[config.mk]
export PLATFORM = sky130hd
export DESIGN_NAME = mux_operand_sequencer_flat
export DESIGN_NICKNAME = d
export VERILOG_FILES = /design/src/rtl/mux_operand_sequencer_pkg.sv /design/src/rtl/mux_operand_sequencer_if.sv /design/src/rtl/mux_operand_sequencer_fifo.sv /design/src/rtl/mux_operand_sequencer.sv /design/src/flat_wrapper.sv
export SDC_FILE = /design/constraint.sdc
export NUM_CORES = 1
export LEC_CHECK = 0
export BUFFER_PORTS_ARGS = -buffer_cell sky130_fd_sc_hd__buf_2
export CAP_MARGIN = 0
export CORE_MARGIN = 3
export CORE_UTILIZATION = 25
export DETAILED_ROUTE_END_ITERATION = 10
export HOLD_SLACK_MARGIN = 0.06
export PLACE_DENSITY_LB_ADDON = 0.2
export SYNTH_ARGS = -nofsm -noshare
export SYNTH_HDL_FRONTEND = slang
export SYNTH_HIERARCHICAL = 1
export SYNTH_SLANG_ARGS = --single-unit
export TNS_END_PERCENT = 10
[constraint.sdc]
create_clock -name clk -period 6.9 [get_ports clk]
set_input_delay 0.69 -clock clk [delete_from_list [all_inputs] [get_ports clk]]
set_output_delay 0.69 -clock clk [all_outputs]
set_load 0.005 [all_outputs]
[src/rtl/mux_operand_sequencer_pkg.sv]
// Shared constants, state encoding and width helper for the mux operand sequencer.
package mux_operand_sequencer_pkg;
  localparam int DW_DEF    = 3;
  localparam int SW_DEF    = 2;
  localparam int DEPTH_DEF = 4;
  localparam int HOLD_DEF  = 10;
  localparam int CNT_W     = 8;

  typedef enum logic {
    S_IDLE = 1'b0,
    S_RUN  = 1'b1
  } state_t;

  // Counter width able to hold 0..n-1, never narrower than one bit.
  function automatic int cnt_width(input int n);
    return (n > 1) ? $clog2(n) : 1;
  endfunction
endpackage

[src/rtl/mux_operand_sequencer_if.sv]
// Operand-pair input channel: valid/ready handshake carrying din0/din1.
interface mux_operand_sequencer_if
  import mux_operand_sequencer_pkg::*;
#(
  parameter int DW = DW_DEF
);
  logic          in_valid;
  logic          in_ready;
  logic [DW-1:0] in_din0;
  logic [DW-1:0] in_din1;

  modport master (output in_valid, output in_din0, output in_din1, input in_ready);
  modport slave  (input in_valid, input in_din0, input in_din1, output in_ready);
endinterface

[src/rtl/mux_operand_sequencer_fifo.sv]
// DEPTH x W synchronous FIFO with flush; head word is visible combinationally.
module mux_operand_sequencer_fifo
  import mux_operand_sequencer_pkg::*;
#(
  parameter int W     = 2 * DW_DEF,
  parameter int DEPTH = DEPTH_DEF
) (
  input  logic         clk,
  input  logic         rst_n,
  input  logic         flush,
  input  logic         push,
  input  logic         pop,
  input  logic [W-1:0] wdata,
  output logic [W-1:0] rdata,
  output logic         full,
  output logic         empty
);
  localparam int AW = $clog2(DEPTH);

  logic [AW:0]  wr_ptr;
  logic [AW:0]  rd_ptr;
  logic [W-1:0] mem [DEPTH];
  logic         do_push;
  logic         do_pop;

  assign do_push = push && !full && !flush;
  assign do_pop  = pop && !empty && !flush;

  // Extra pointer MSB distinguishes full from empty when the indices match.
  assign empty = (wr_ptr == rd_ptr);
  assign full  = (wr_ptr[AW] != rd_ptr[AW]) && (wr_ptr[AW-1:0] == rd_ptr[AW-1:0]);
  assign rdata = mem[rd_ptr[AW-1:0]];

  always_ff @(posedge clk or negedge rst_n) begin
    if (!rst_n) begin
      wr_ptr <= '0;
      rd_ptr <= '0;
    end else if (flush) begin
      wr_ptr <= '0;
      rd_ptr <= '0;
    end else begin
      if (do_push) wr_ptr <= wr_ptr + (AW+1)'(1);
      if (do_pop)  rd_ptr <= rd_ptr + (AW+1)'(1);
    end
  end

  always_ff @(posedge clk) begin
    if (do_push) mem[wr_ptr[AW-1:0]] <= wdata;
  end
endmodule

[src/rtl/mux_operand_sequencer.sv]
// Buffers operand pairs and sweeps sel 0..2**SW-1 over each, holding every code HOLD cycles.
module mux_operand_sequencer
  import mux_operand_sequencer_pkg::*;
#(
  parameter int DW    = DW_DEF,
  parameter int SW    = SW_DEF,
  parameter int DEPTH = DEPTH_DEF,
  parameter int HOLD  = HOLD_DEF
) (
  input  logic                 clk,
  input  logic                 rst_n,
  mux_operand_sequencer_if.slave op,
  input  logic                 enable,
  input  logic                 flush,
  output logic [DW-1:0]        din0,
  output logic [DW-1:0]        din1,
  output logic [SW-1:0]        sel,
  output logic                 busy,
  output logic                 step_last,
  output logic                 pair_done,
  output logic [CNT_W-1:0]     pair_cnt
);
  localparam int            HW        = cnt_width(HOLD);
  localparam logic [HW-1:0] HOLD_LAST = HW'(HOLD - 1);
  localparam logic [SW-1:0] SEL_MAX   = '1;

  state_t          state_q, state_d;
  logic [HW-1:0]   hold_q;
  logic [2*DW-1:0] head;
  logic            full, empty, push, pop;

  assign op.in_ready = !full && !flush;
  assign push        = op.in_valid && op.in_ready;
  assign busy        = (state_q == S_RUN);
  assign step_last   = busy && (hold_q == HOLD_LAST);
  assign pair_done   = step_last && (sel == SEL_MAX);

  mux_operand_sequencer_fifo #(.W(2*DW), .DEPTH(DEPTH)) u_fifo (
    .clk   (clk),
    .rst_n (rst_n),
    .flush (flush),
    .push  (push),
    .pop   (pop),
    .wdata ({op.in_din0, op.in_din1}),
    .rdata (head),
    .full  (full),
    .empty (empty)
  );

  always_ff @(posedge clk or negedge rst_n) begin
    if (!rst_n) state_q <= S_IDLE;
    else        state_q <= state_d;
  end

  // A new pair is taken either from IDLE or on the final cycle of a sweep, so consecutive pairs run without a bubble.
  always_comb begin
    state_d = state_q;
    pop     = 1'b0;
    if (flush) begin
      state_d = S_IDLE;
    end else begin
      case (state_q)
        S_IDLE: begin
          if (enable && !empty) begin
            pop     = 1'b1;
            state_d = S_RUN;
          end
        end
        S_RUN: begin
          if (pair_done) begin
            if (enable && !empty) pop     = 1'b1;
            else                  state_d = S_IDLE;
          end
        end
        default: state_d = S_IDLE;
      endcase
    end
  end

  // sel stays at its last code when the sweep ends into IDLE.
  always_ff @(posedge clk or negedge rst_n) begin
    if (!rst_n) begin
      din0   <= '0;
      din1   <= '0;
      sel    <= '0;
      hold_q <= '0;
    end else if (flush) begin
      din0   <= '0;
      din1   <= '0;
      sel    <= '0;
      hold_q <= '0;
    end else if (pop) begin
      {din0, din1} <= head;
      sel          <= '0;
      hold_q       <= '0;
    end else if (busy) begin
      if (step_last) begin
        hold_q <= '0;
        if (sel != SEL_MAX) sel <= sel + SW'(1);
      end else begin
        hold_q <= hold_q + HW'(1);
      end
    end
  end

  always_ff @(posedge clk or negedge rst_n) begin
    if (!rst_n)         pair_cnt <= '0;
    else if (pair_done) pair_cnt <= pair_cnt + CNT_W'(1);
  end
endmodule

[src/flat_wrapper.sv]
// flat-port wrapper written by rule: the top's interface ports become plain ports
module mux_operand_sequencer_flat import mux_operand_sequencer_pkg::*;
#(
  parameter int DW    = DW_DEF,
  parameter int SW    = SW_DEF,
  parameter int DEPTH = DEPTH_DEF,
  parameter int HOLD  = HOLD_DEF
)
  (clk, rst_n, enable, flush, din0, din1, sel, busy, step_last, pair_done, pair_cnt, op_in_valid, op_in_din0, op_in_din1, op_in_ready);
  mux_operand_sequencer_if #(.DW(DW)) op_i ();
  input  logic clk;
  input  logic rst_n;
  input  logic enable;
  input  logic flush;
  output logic [DW-1:0] din0;
  output logic [DW-1:0] din1;
  output logic [SW-1:0] sel;
  output logic busy;
  output logic step_last;
  output logic pair_done;
  output logic [CNT_W-1:0] pair_cnt;
  input wire logic [$bits(op_i.in_valid)-1:0] op_in_valid;
  input wire logic [$bits(op_i.in_din0)-1:0] op_in_din0;
  input wire logic [$bits(op_i.in_din1)-1:0] op_in_din1;
  output wire logic [$bits(op_i.in_ready)-1:0] op_in_ready;
  assign op_i.in_valid = op_in_valid;
  assign op_i.in_din0 = op_in_din0;
  assign op_i.in_din1 = op_in_din1;
  assign op_in_ready = op_i.in_ready;
  mux_operand_sequencer #(.DW(DW), .SW(SW), .DEPTH(DEPTH), .HOLD(HOLD)) u_core (.clk(clk), .rst_n(rst_n), .op(op_i), .enable(enable), .flush(flush), .din0(din0), .din1(din1), .sel(sel), .busy(busy), .step_last(step_last), .pair_done(pair_done), .pair_cnt(pair_cnt));
endmodule
Word-level counts from Yosys, hierarchy flattened
Memory sizes are Yosys's and may differ from the RTL's.
Index checks and enable logic that the tools add are counted.
- register bits after elaboration: 27
- memory bits (writable): 24
- input port bits: 11
- output and inout port bits: 20
- logic and storage cells: 67
- memories kept: 1
- memory list (memory ; words ; bits a word ; read ports ; clocked after memory_dff ; write ports ; RTL line ; RTL):
    u_core.u_fifo.mem ; 4 ; 6 ; 1 ; 0 ; 1 ; mux_operand_sequencer_fifo.sv:22 ; logic [W-1:0] mem [DEPTH];
- add/sub/neg operators: 5
- equal/unequal tests: 6
- mux-type cells: 26
- bitwise logic cells: 1
- reduce and logical (&&, ||, !) cells: 20
- operators by type and width (cell ; count):
    two-way mux 3 bit ; 8
    two-way mux 4 bit ; 4
    logical AND 1 bit ; 10
    two-way mux 2 bit ; 5
    nonzero test 3 bit ; 3
    adder 8 x 1 -> 8 bit, second input constant ; 1
    two-way mux 1 bit ; 7
    adder 3 x 1 -> 3 bit, second input constant ; 2
    nonzero test 2 bit ; 3
    adder 4 x 1 -> 4 bit, second input constant ; 1
    equality test 4 bit, second input constant ; 1
    case mux 1 bit (2 select lines) ; 2
    equality test 3 bit ; 1
    logical NOT 1 bit ; 3
    AND reduction 3 bit ; 1
    adder 2 x 1 -> 2 bit, second input constant ; 1
    equality test 2 bit ; 1
    equality test 2 bit, second input constant ; 1
    != test 2 bit, second input constant ; 1
    != test 1 bit ; 1
    NOT 1 bit ; 1

Depth between registers and ports, before layout
Gate-level depths: netlist (run 1).
- depth after elaboration: 11
- gate-level depth with buffers: 9

By module
The synthesis (run 1) kept the hierarchy.
- modules (own cells, without submodules) (module ; times used ; cells each ; area an instance (um2) ; sequential area each (um2)):
    mux_operand_sequencer_fifo ; 1 ; 98 ; 1457.6 ; 870.8
    mux_operand_sequencer ; 1 ; 95 ; 1057.3 ; 525.5

Worst setup path before layout (run 1)
OpenSTA, ideal clock, no wires.
- kind: flip-flop to flip-flop
- start: register u_core.u_fifo.rd_ptr[0]
- end: register u_core.u_fifo.rd_ptr[0]
- setup time: 0.069 ns
- data arrival time: 2.226 ns
- slack: 4.604 ns
- cell stages (with the launch flop): 10
- buffers on the path: 1
- clock period less this slack: 2.296 ns
- cells stage by stage: dfrtp_1 > buf_6 > xor2_2 > nor3_1 > or2b_1 > a21oi_4 > nor2b_1 > nor3b_1 > a22oi_1 > nand3_1
- cells in the longest elaborated chain, start to end: 10
- elaborated cells between the ends (all ways): 13
- ends and longest elaborated chain (item ; RTL line ; RTL):
    start: declaration ; mux_operand_sequencer_fifo.sv:21 ; logic [AW:0] rd_ptr;
    start signal: assignment ; mux_operand_sequencer_fifo.sv:43 ; if (do_pop) rd_ptr <= rd_ptr + (AW+1)'(1);
    equality test 3 bit (*) ; mux_operand_sequencer_fifo.sv:30 ; assign empty = (wr_ptr == rd_ptr);
    named net u_core.empty ; mux_operand_sequencer.sv:30 ; logic full, empty, push, pop;
    logical NOT 1 bit (*) ; mux_operand_sequencer.sv:64, mux_operand_sequencer.sv:71 ;
    logical AND 1 bit (*) ; mux_operand_sequencer.sv:64, mux_operand_sequencer.sv:71 ;
    two-way mux 1 bit (*) ; mux_operand_sequencer.sv:64, mux_operand_sequencer.sv:71 ;
    two-way mux 1 bit ; mux_operand_sequencer.sv:70 ; if (pair_done) begin
    case mux 1 bit (2 select lines) (*) ; mux_operand_sequencer.sv:62 ; case (state_q)
    two-way mux 1 bit (*) ; mux_operand_sequencer.sv:59 ; if (flush) begin
    named net u_core.pop ; mux_operand_sequencer.sv:30 ;
    logical AND 1 bit (*) (2 in a row) ; mux_operand_sequencer_fifo.sv:27 ; assign do_pop = pop && !empty && !flush;
    nonzero test 2 bit (no source line) (*) ; -- ;
The timed path passes the listed nets; every way through them passes the cells marked *. The select of a mux whose other input is x is not followed.
A chain may end at the register's enable or synchronous reset.

Final worst setup path (run 1)
- start: register u_core.u_fifo.rd_ptr[0]
- end: memory u_core/u_fifo/mem[3][1] in the netlist's numbering (enable)
- cells in the longest elaborated chain, start to end: 9
- ends and longest elaborated chain (item ; RTL line ; RTL):
    equality test 2 bit ; mux_operand_sequencer_fifo.sv:31 ; assign full = (wr_ptr[AW] != rd_ptr[AW]) && (wr_ptr[AW-1:0] == rd_ptr[AW-1:0]);
    logical AND 1 bit ; mux_operand_sequencer_fifo.sv:31 ;
    named net u_core.full ; mux_operand_sequencer.sv:30 ;
    logical NOT 1 bit ; mux_operand_sequencer.sv:32 ; assign op.in_ready = !full && !flush;
    logical AND 1 bit ; mux_operand_sequencer.sv:32 ;
    logical AND 1 bit ; mux_operand_sequencer.sv:33 ; assign push = op.in_valid && op.in_ready;
    named net u_core.push ; mux_operand_sequencer.sv:30 ;
    logical AND 1 bit (2 in a row) ; mux_operand_sequencer_fifo.sv:26 ; assign do_push = push && !full && !flush;
    two-way mux 1 bit ; mux_operand_sequencer_fifo.sv:48 ; if (do_push) mem[wr_ptr[AW-1:0]] <= wdata;
    two-way mux 1 bit (implied by the code) ; mux_operand_sequencer_fifo.sv:48 ;
    end: declaration ; mux_operand_sequencer_fifo.sv:22 ;
The timed path passes the listed nets, and every way through them passes these cells.

==> out/results.txt, run 1 <==
CP required: 6890 ps
Hpwl dp: 3638 µm
Post-route ant nets: 0
Main synth FF type: dfrtp_1
Max Clk Rate: 346.5 MHz
Die W: 106.3 µm
Pre-CTS setup slack: 3981 ps
Slew margin rel.: 57.45%
Critical path peak fanout: 11
1st-iter DRT viols: 107
Pwr dens: 209.2 mW/mm²
Clock power frac: 31.6%
Worst IR drop on VDD: 0.00009117 V
Static leakage: 1.206 nW
H-tree Lvls: 2
Post-CTS Setup Bufs: 0
Avg Cell Area, Syn: 13.03 µm²
Gate power share: 11.7%
Routability Congestion: 0.7799
Psw: 0.0001696 W
Endpoints failing hold: 0
Port-buffer cells: 30
Status: finished, final reports clean
Nets: 244
Final period util: 41.83%
Hold Buf Count CTS: 0
Sequential share of the synthesized area: 55.52%
TritonCTS clock tree: done
Sw frac: 27.98%
ANT cells: 0
DR WL/cell: 14.25 µm
Syn nets: 213
Total number of vias: 1624
Clock skew: 2.811 ps
Post-synth ARST share: 52.94%
Final TNS setup: 0 ps
Synth Cell Area: 0.002515 mm²
Yosys reg bits: 51
Largest net degree at the start of global routing: 28
CTS resizes: 0
Synth area leader: edfxtp_1
Vias in the first global route: 1573
Number of remaining DRC errors: 0
Post-synth EDFFs: 24
First-pass GRT wire length: 8328 µm
Share of layout cells above drive strength 1: 23.56%
CTS max path bufs: 2
RSZ-0062 raised after global routing: no
Area grow syn2layout: 15.17%
Clk sinks: 51
Initial Util: 26.46%
Int Pwr: 0.0004365 W
I/O pin cnt: 31
Worst Setup Slack, final: 4014 ps
Via-to-Cell Ratio: 4.588
Later-pin clock latency in the skew report: 310 ps
Crit Path Class: reg -> reg
DRT Wirelength: 5044 µm
Initial antenna violation count: 0
# setup viols final: 0
Drt pass-1 iters: 4
Worst Setup End Kind: flop
Max-slew violations: 0
Clock Tree Root: clkbuf_8
Count of max-cap constraint violations: 0
Worst setup SP type: flop
Mapped Cells: 193
Worst Hold Class: in -> async
Total core area: 0.009503 mm²
Total track usage: 9.323%
Min Tclk post-route: 2886 ps
Synth unique cells: 44
Remaining Overflow, GRT: 0
Crit path DAT: 2870 ps
Top cell type's share of synthesized area: 28.66%
Reg power frac: 56.7%
Number of buffers created by CTS: 5
Yosys warns: 6
Largest cells by area after synthesis: edfxtp_1, dfrtp_1, mux4_2
Least-Margin Pin Slew: 638.3 ps
Row Count: 35
CTS clk-pin slew, worst paths: 110 ps
Die height: 106.3 µm
DIE AREA: 0.01130 mm²
## cell type report
cell class | instances | area (µm²)
multi-input cells | 128 | 1056
well taps | 129 | 161.4
inverters | 8 | 30.03
clock buffers | 5 | 68.82
flip-flops and latches | 51 | 1396
repair buffers | 30 | 150.1
fillers | 968 | 6606
clock inverters | 3 | 33.78
## flip-flops by register name, indices dropped and copies added, names as in the netlist
| name | count |
|---|---|
| u_core/u_fifo/wr_ptr | 3 |
| u_core/pair_cnt | 8 |
| u_core/din0 | 3 |
| u_core/sel | 2 |
| u_core/u_fifo/mem | 24 |
| u_core/busy | 1 |
| u_core/din1 | 3 |
| u_core/u_fifo/rd_ptr | 3 |
| u_core/hold_q | 4 |
## worst paths after layout
| kind | from | endpoint | slack, ps | cells past startpoint |
|---|---|---|---|---|
| hold reg to reg | u_core/pair_cnt[7] | u_core/pair_cnt[7] | 480 | 1 |
| min in group clk | u_core/pair_cnt[7] | u_core/pair_cnt[7] | 480 | 1 |
| hold / removal | rst_n | u_core/hold_q[1] | 390 | 1 |
| max in group asynchronous | rst_n | u_core/pair_cnt[0] | 6100 | 1 |
| setup reg to reg | u_core/u_fifo/rd_ptr[0] | u_core/u_fifo/mem[3][1] | 4010 | 7 |
| setup / recovery | u_core/u_fifo/rd_ptr[0] | u_core/u_fifo/mem[3][1] | 4010 | 7 |
## cell usage after synthesis (2+ instances only)
library cell	count
inv_1	8
mux2i_1	7
o21ai_0	5
nand4b_4	2
mux4_2	6
xor2_2	3
buf_2	2
and2_1	5
nand3_1	6
a211oi_1	3
nor3_1	6
clkbuf_1	3
a21oi_1	9
a31oi_1	2
nand2_1	8
edfxtp_1	24
xnor2_1	8
nor4_1	3
o211ai_1	2
nand4_1	7
dfrtp_1	27
a22oi_1	2
nor3b_1	2
ha_1	9
and3_1	2
nand3b_1	2
nor2_1	10
nor2b_1	4
## worst max-delay path, cell delays in order, from the launching register on
cell      delay, ps
dfrtp_1         750
xor2_2          380
nor3_1          110
nor2_1          130
and2_1          260
inv_1           110
a311oi_1        420
and2_1          400
## cells in the final DEF (no fill, tap or decap), types with 3 or more instances in the layout
master,n
nor3_1,6
ha_1,9
nand2_1,8
buf_2,30
clkbuf_8,5
nand4_1,7
nor4_1,3
dfrtp_1,27
xor2_2,3
nor2b_1,4
nand3_1,6
a211oi_1,3
and2_1,5
nor2_1,10
inv_1,8
edfxtp_1,24
xnor2_1,8
o21ai_0,5
a21oi_1,9
mux4_2,6
mux2i_1,7
## cell families after synthesis
family | Yosys count | synth area share [%]
buffers and inverters | 14 | 2.488
adder cells (fa/ha/maj) | 9 | 4.478
flip-flops | 51 | 55.52
AO/OA/AOI/OAI | 29 | 7.612
XOR/XNOR | 13 | 5.722
multiplexers | 14 | 8.607
AND/OR/NAND/NOR | 63 | 15.57
## power groups by stage
stage          registers, W  logic (W)  clock network, W
2_1_floorplan      0.000340  0.0000588                 0
3_3_place_gp       0.000351  0.0000713                 0
3_5_place_dp       0.000351  0.0000713                 0
4_1_cts            0.000344  0.0000717          0.000203
5_1_grt            0.000347  0.0000785          0.000217
6_report           0.000344  0.0000708          0.000191
## per-stage QoR
step / power [W] / std cells / area [µm²] / hold WS [ps] / util, %
floorplan: 0.0003987 / 193 / 2515 / 394.4 / -
global route: 0.0006426 / 354 / 2897 / 424.5 / 30.48
detailed placement: 0.0004223 / 346 / 2794 / 464.5 / 29.40
finish: 0.0006060 / 354 / 2897 / 387.6 / 30.48
global placement: 0.0004221 / 346 / 2794 / 463.6 / 29.40
CTS: 0.0006188 / 354 / 2897 / 414.7 / 30.48
## routing by layer
metal	wire length (µm)	global-route usage, %
met5	0	0
met4	58	2.775
met3	291	2.611
met2	2244	14.03
met1	2449	13.04
Note: power is estimated with default switching activity, not from simulation.
==> inputs of run 2 (changes only) <==
==> constraint.sdc (replaced) <==
create_clock -name clk -period 2.4 [get_ports clk]
set_input_delay 0.24 -clock clk [delete_from_list [all_inputs] [get_ports clk]]
set_output_delay 0.24 -clock clk [all_outputs]
set_load 0.005 [all_outputs]
==> out/results.txt, run 2 (same netlist as run 1, synthesis figures left out) <==
Post-route ant nets: 0
Worst IR drop on VDD: 0.0002748 V
Count of max-cap constraint violations: 0
First-pass GRT wire length: 8604 µm
Largest net degree at the start of global routing: 28
CTS max path bufs: 2
Initial Util: 26.46%
TritonCTS clock tree: done
Min Tclk post-route: 2211 ps
Pre-CTS setup slack: 211.3 ps
ANT cells: 0
Nets: 259
Die W: 106.3 µm
I/O pin cnt: 31
Crit path DAT: 2200 ps
Filler Cells Inserted: 973
Number of buffers created by CTS: 5
Placed insts: 360
Drt pass-1 iters: 4
Max reg flops: 24
Remaining Overflow, GRT: 0
Clk sinks: 51
Port-buffer cells: 30
Vias in the first global route: 1635
Status: finished, final reports clean
Static leakage: 1.281 nW
Endpoints failing hold: 0
Hpwl dp: 3904 µm
DIE AREA: 0.01130 mm²
Max-slew violations: 0
1st-iter DRT viols: 125
Slew margin rel.: 58.25%
Final period util: 92.12%
Routability Congestion: 0.7974
Utilization after layout: 31.69%
Total number of vias: 1681
Clock skew: 5.104 ps
Die height: 106.3 µm
Initial antenna violation count: 0
DR WL/cell: 14.31 µm
CTS clk-pin slew, worst paths: 110 ps
Crit Path Class: reg -> reg
Final TNS setup: 0 ps
Crit path cell chain: xnor2_1, nor3_1, nor2_1, and2_1, inv_1, a311oi_1, and2_1
H-tree Lvls: 2
Most frequent CP cell: and2_1
Via-to-Cell Ratio: 4.556
Worst setup SP type: flop
Total core area: 0.009503 mm²
CTS resizes: 0
Worst Hold Class: in -> reg
RSZ-0062 raised after global routing: no
Least-Margin Pin Slew: 626.2 ps
Max Clk Rate: 452.3 MHz
Later-pin clock latency in the skew report: 310 ps
Critical path peak fanout: 6
Slowest cell delay on critical path: 460 ps
Row Count: 35
Pwr dens: 589.2 mW/mm²
CP required: 2390 ps
Worst Setup Slack, final: 189.1 ps
Worst Setup End Kind: flop
Layout Cells excl Fill: 369
Area grow syn2layout: 19.75%
DRT Wirelength: 5280 µm
Number of remaining DRC errors: 0
Clock Tree Root: clkbuf_8
Worst path slowest cell: dfrtp_1
Commonest non-fill, non-tap cell in the layout: buf_2
Total track usage: 9.631%
Share of layout cells above drive strength 1: 27.92%
# setup viols final: 0
Most frequent cells in the layout: buf_2, dfrtp_1, edfxtp_1
-- run 2: report_power, final --
part | internal [W] | switching, W | leakage (nW)
clock network | 0.000222 | 0.000320 | 0.0519
registers | 0.000942 | 0.0000271 | 0.591
logic | 0.000120 | 0.000144 | 0.638
total | 0.00128 | 0.000491 | 1.28
-- run 2: area by class of cell --
| type | instances | area, µm² | area share (%) |
|---|---|---|---|
| Clock inverter | 3 | 33.78 | 1.122 |
| Multi-Input combinational cell | 128 | 1056 | 35.06 |
| Timing Repair Buffer | 45 | 265.3 | 8.808 |
| Inverter | 8 | 30.03 | 0.9971 |
| Clock buffer | 5 | 68.82 | 2.285 |
| Sequential cell | 51 | 1396 | 46.36 |
| Tap cell | 129 | 161.4 | 5.359 |
-- run 2: repair_timing --
item,CTS,global route
setup buffers,0,0
hold endpoints to repair,27,0
hold buffers,1,0
-- run 2: worst max-delay path, delay by kind of cell (launching register included) --
| kind | cells | cell delay [ps] |
|---|---|---|
| buf+inv | 1 | 70 |
| flops | 1 | 460 |
| compound gates | 1 | 410 |
| xor+xnor | 1 | 220 |
| simple gates | 4 | 740 |
-- run 2: per-stage QoR --
step / total power (W) / hold WS [ps] / instance area [µm²]
finish: 0.001774 / 149.4 / 3012
global route: 0.001870 / 126.5 / 3012
CTS: 0.001808 / 142.4 / 3012
detailed placement: 0.001253 / 303.3 / 2899
global placement: 0.001254 / 316.4 / 2899
floorplan: 0.001146 / -55.59 / 2515
-- run 2: path summary, 6_finish.rpt --
path / startpoint / to / slack [ps] / cells after the start
max in group asynchronous: rst_n / u_core/pair_cnt[1] / 1520 / 2
setup reg to reg: u_core/u_fifo/rd_ptr[2] / u_core/u_fifo/mem[1][4] / 190 / 7
hold reg to reg: u_core/pair_cnt[7] / u_core/pair_cnt[7] / 480 / 1
hold / removal: op_in_din1[0] / u_core/u_fifo/mem[1][0] / 150 / 1
min in group asynchronous: rst_n / u_core/hold_q[1] / 470 / 2
setup / recovery: u_core/u_fifo/rd_ptr[2] / u_core/u_fifo/mem[1][4] / 190 / 7
-- run 2: layer usage --
layer  vias to the layer above  GRT usage, %  routed length (µm)
li1                        804             -                   -
met1                       825         13.19                2519
met2                        46         14.75                2422
met3                         6         2.307                 255
met4                         0         3.608                  83
met5                         -             0                   0
==> inputs of run 3 (changes only) <==
--- a/config.mk
+++ b/config.mk
@@ -8,7 +8,7 @@
 export BUFFER_PORTS_ARGS = -buffer_cell sky130_fd_sc_hd__buf_2
 export CAP_MARGIN = 0
 export CORE_MARGIN = 3
-export CORE_UTILIZATION = 25
+export CORE_UTILIZATION = 40
 export DETAILED_ROUTE_END_ITERATION = 10
 export HOLD_SLACK_MARGIN = 0.06
 export PLACE_DENSITY_LB_ADDON = 0.2
==> out/results.txt, run 3 (same netlist as run 1, synthesis figures left out) <==
Status: finished, final reports clean
Max-slew violations: 0
DRT Wirelength: 5002 µm
CP required: 2410 ps
Via-to-Cell Ratio: 5.352
TritonCTS clock tree: done
Nets: 259
Share of layout cells above drive strength 1: 29.58%
Crit path cell chain: xor2_2, nor3_1, nor2_1, and2_1, inv_1, a311oi_1, and2_2
Post-route ant nets: 0
DR WL/cell: 15.88 µm
Filler Cells Inserted: 548
WHS: 147.8 ps
Least-Margin Pin Slew: 651.1 ps
Clk sinks: 51
Slew margin rel.: 56.59%
Worst setup SP type: flop
Remaining Overflow, GRT: 0
RSZ-0062 raised after global routing: no
Vias in the first global route: 1707
Min Tclk post-route: 2173 ps
Die W: 85.29 µm
Later-pin clock latency in the skew report: 300 ps
Port-buffer cells: 30
DIE AREA: 0.007274 mm²
First-pass GRT wire length: 8590 µm
ANT cells: 0
Final period util: 90.53%
Pwr Total: 0.001762 W
Slowest cell delay on critical path: 430 ps
Worst Hold Class: in -> reg
Routability Congestion: 0.8137
# setup viols final: 0
Commonest non-fill, non-tap cell in the layout: buf_2
H-tree Lvls: 2
Total core area: 0.005991 mm²
Endpoints failing hold: 0
Die height: 85.29 µm
Area grow syn2layout: 17.06%
Max reg flops: 24
CTS clk-pin slew, worst paths: 100 ps
Initial Util: 41.98%
Number of remaining DRC errors: 0
Crit path DAT: 2190 ps
Total track usage: 15.10%
I/O pin cnt: 31
Pre-CTS setup slack: 190.0 ps
Clock skew: 6.069 ps
Most frequent cells in the layout: buf_2, dfrtp_1, edfxtp_1
Drt pass-1 iters: 4
Final TNS setup: 0 ps
Hpwl dp: 3595 µm
Count of max-cap constraint violations: 0
Worst Setup Slack, final: 227.3 ps
Row Count: 28
Largest net degree at the start of global routing: 28
Number of buffers created by CTS: 5
Worst path slowest cell: dfrtp_1
Static leakage: 1.283 nW
Pwr dens: 598.6 mW/mm²
Initial antenna violation count: 0
1st-iter DRT viols: 79
Worst Setup End Kind: flop
Total number of vias: 1686
Utilization after layout: 49.14%
Crit Path Class: reg -> reg
Max Clk Rate: 460.3 MHz
Worst IR drop on VDD: 0.0003745 V
Critical path peak fanout: 6
CTS max path bufs: 2
Clock Tree Root: clkbuf_8
[run 3: cell count changes in the layout (fill, tap and decap cells not counted)]
cell	previous run	this run
and2_1	5	1
inv_8	0	1
clkinv_8	1	0
and2_2	0	4
[run 3: metrics by stage]
step	instance area [µm²]	cells
after floorplan	2515	193
after global placement	2831	306
after detailed placement	2831	306
after CTS	2939	315
after global routing	2944	315
final	2944	315
[run 3: cell type report]
class	count	area [µm²]	share of cell area, %
clock inverters	3	28.78	0.9775
multi-input cells	128	1061	36.04
inverters	8	30.03	1.020
clock buffers	5	68.82	2.337
well taps	75	93.84	3.187
flip-flops and latches	51	1396	47.43
repair buffers	45	265.3	9.010
[run 3: power breakdown]
part / internal, W / total (W) / switching, W / leakage, nW
sequential: 0.000941 / 0.000968 / 0.0000270 / 0.591
combinational: 0.000120 / 0.000265 / 0.000145 / 0.641
clock: 0.000220 / 0.000529 / 0.000309 / 0.0511
total: 0.00128 / 0.00176 / 0.000480 / 1.28
[run 3: final timing paths]
check	start	to	slack [ps]	depth (start not counted)
setup / recovery	u_core/u_fifo/rd_ptr[0]	u_core/u_fifo/mem[0][0]	230	7
hold / removal	op_in_din1[1]	u_core/u_fifo/mem[3][1]	150	1
setup reg to reg	u_core/u_fifo/rd_ptr[0]	u_core/u_fifo/mem[0][0]	230	7
hold reg to reg	u_core/pair_cnt[7]	u_core/pair_cnt[7]	470	1
max in group asynchronous	rst_n	u_core/u_fifo/rd_ptr[0]	1490	2
min in group asynchronous	rst_n	u_core/sel[0]	490	2
[run 3: metal layers]
| layer | part of all wire, % | vias up | GRT usage [%] |
|---|---|---|---|
| met4 | 0.88 | 0 | 4.460 |
| met2 | 46 | 43 | 23.80 |
| met3 | 4.9 | 5 | 4.272 |
| met5 | 0 | - | 0 |
| met1 | 48 | 831 | 20.36 |
| li1 | - | 807 | - |
[run 3: worst max-delay path, delay by kind of cell, from the launching register on]
kind / cells / cell delay, ps
AO/OA/AOI/OAI: 1 / 410
buffers and inverters: 1 / 70
AND/OR/NAND/NOR: 4 / 710
XOR/XNOR: 1 / 260
flip-flops: 1 / 430
[run 3: timing repair]
action / CTS / global route
setup buffers: 0 / 0
endpoints found under the setup margin: 0 / 24
resized for setup: 0 / 4
endpoints found under the hold margin: 27 / 0
hold buffers: 1 / 0
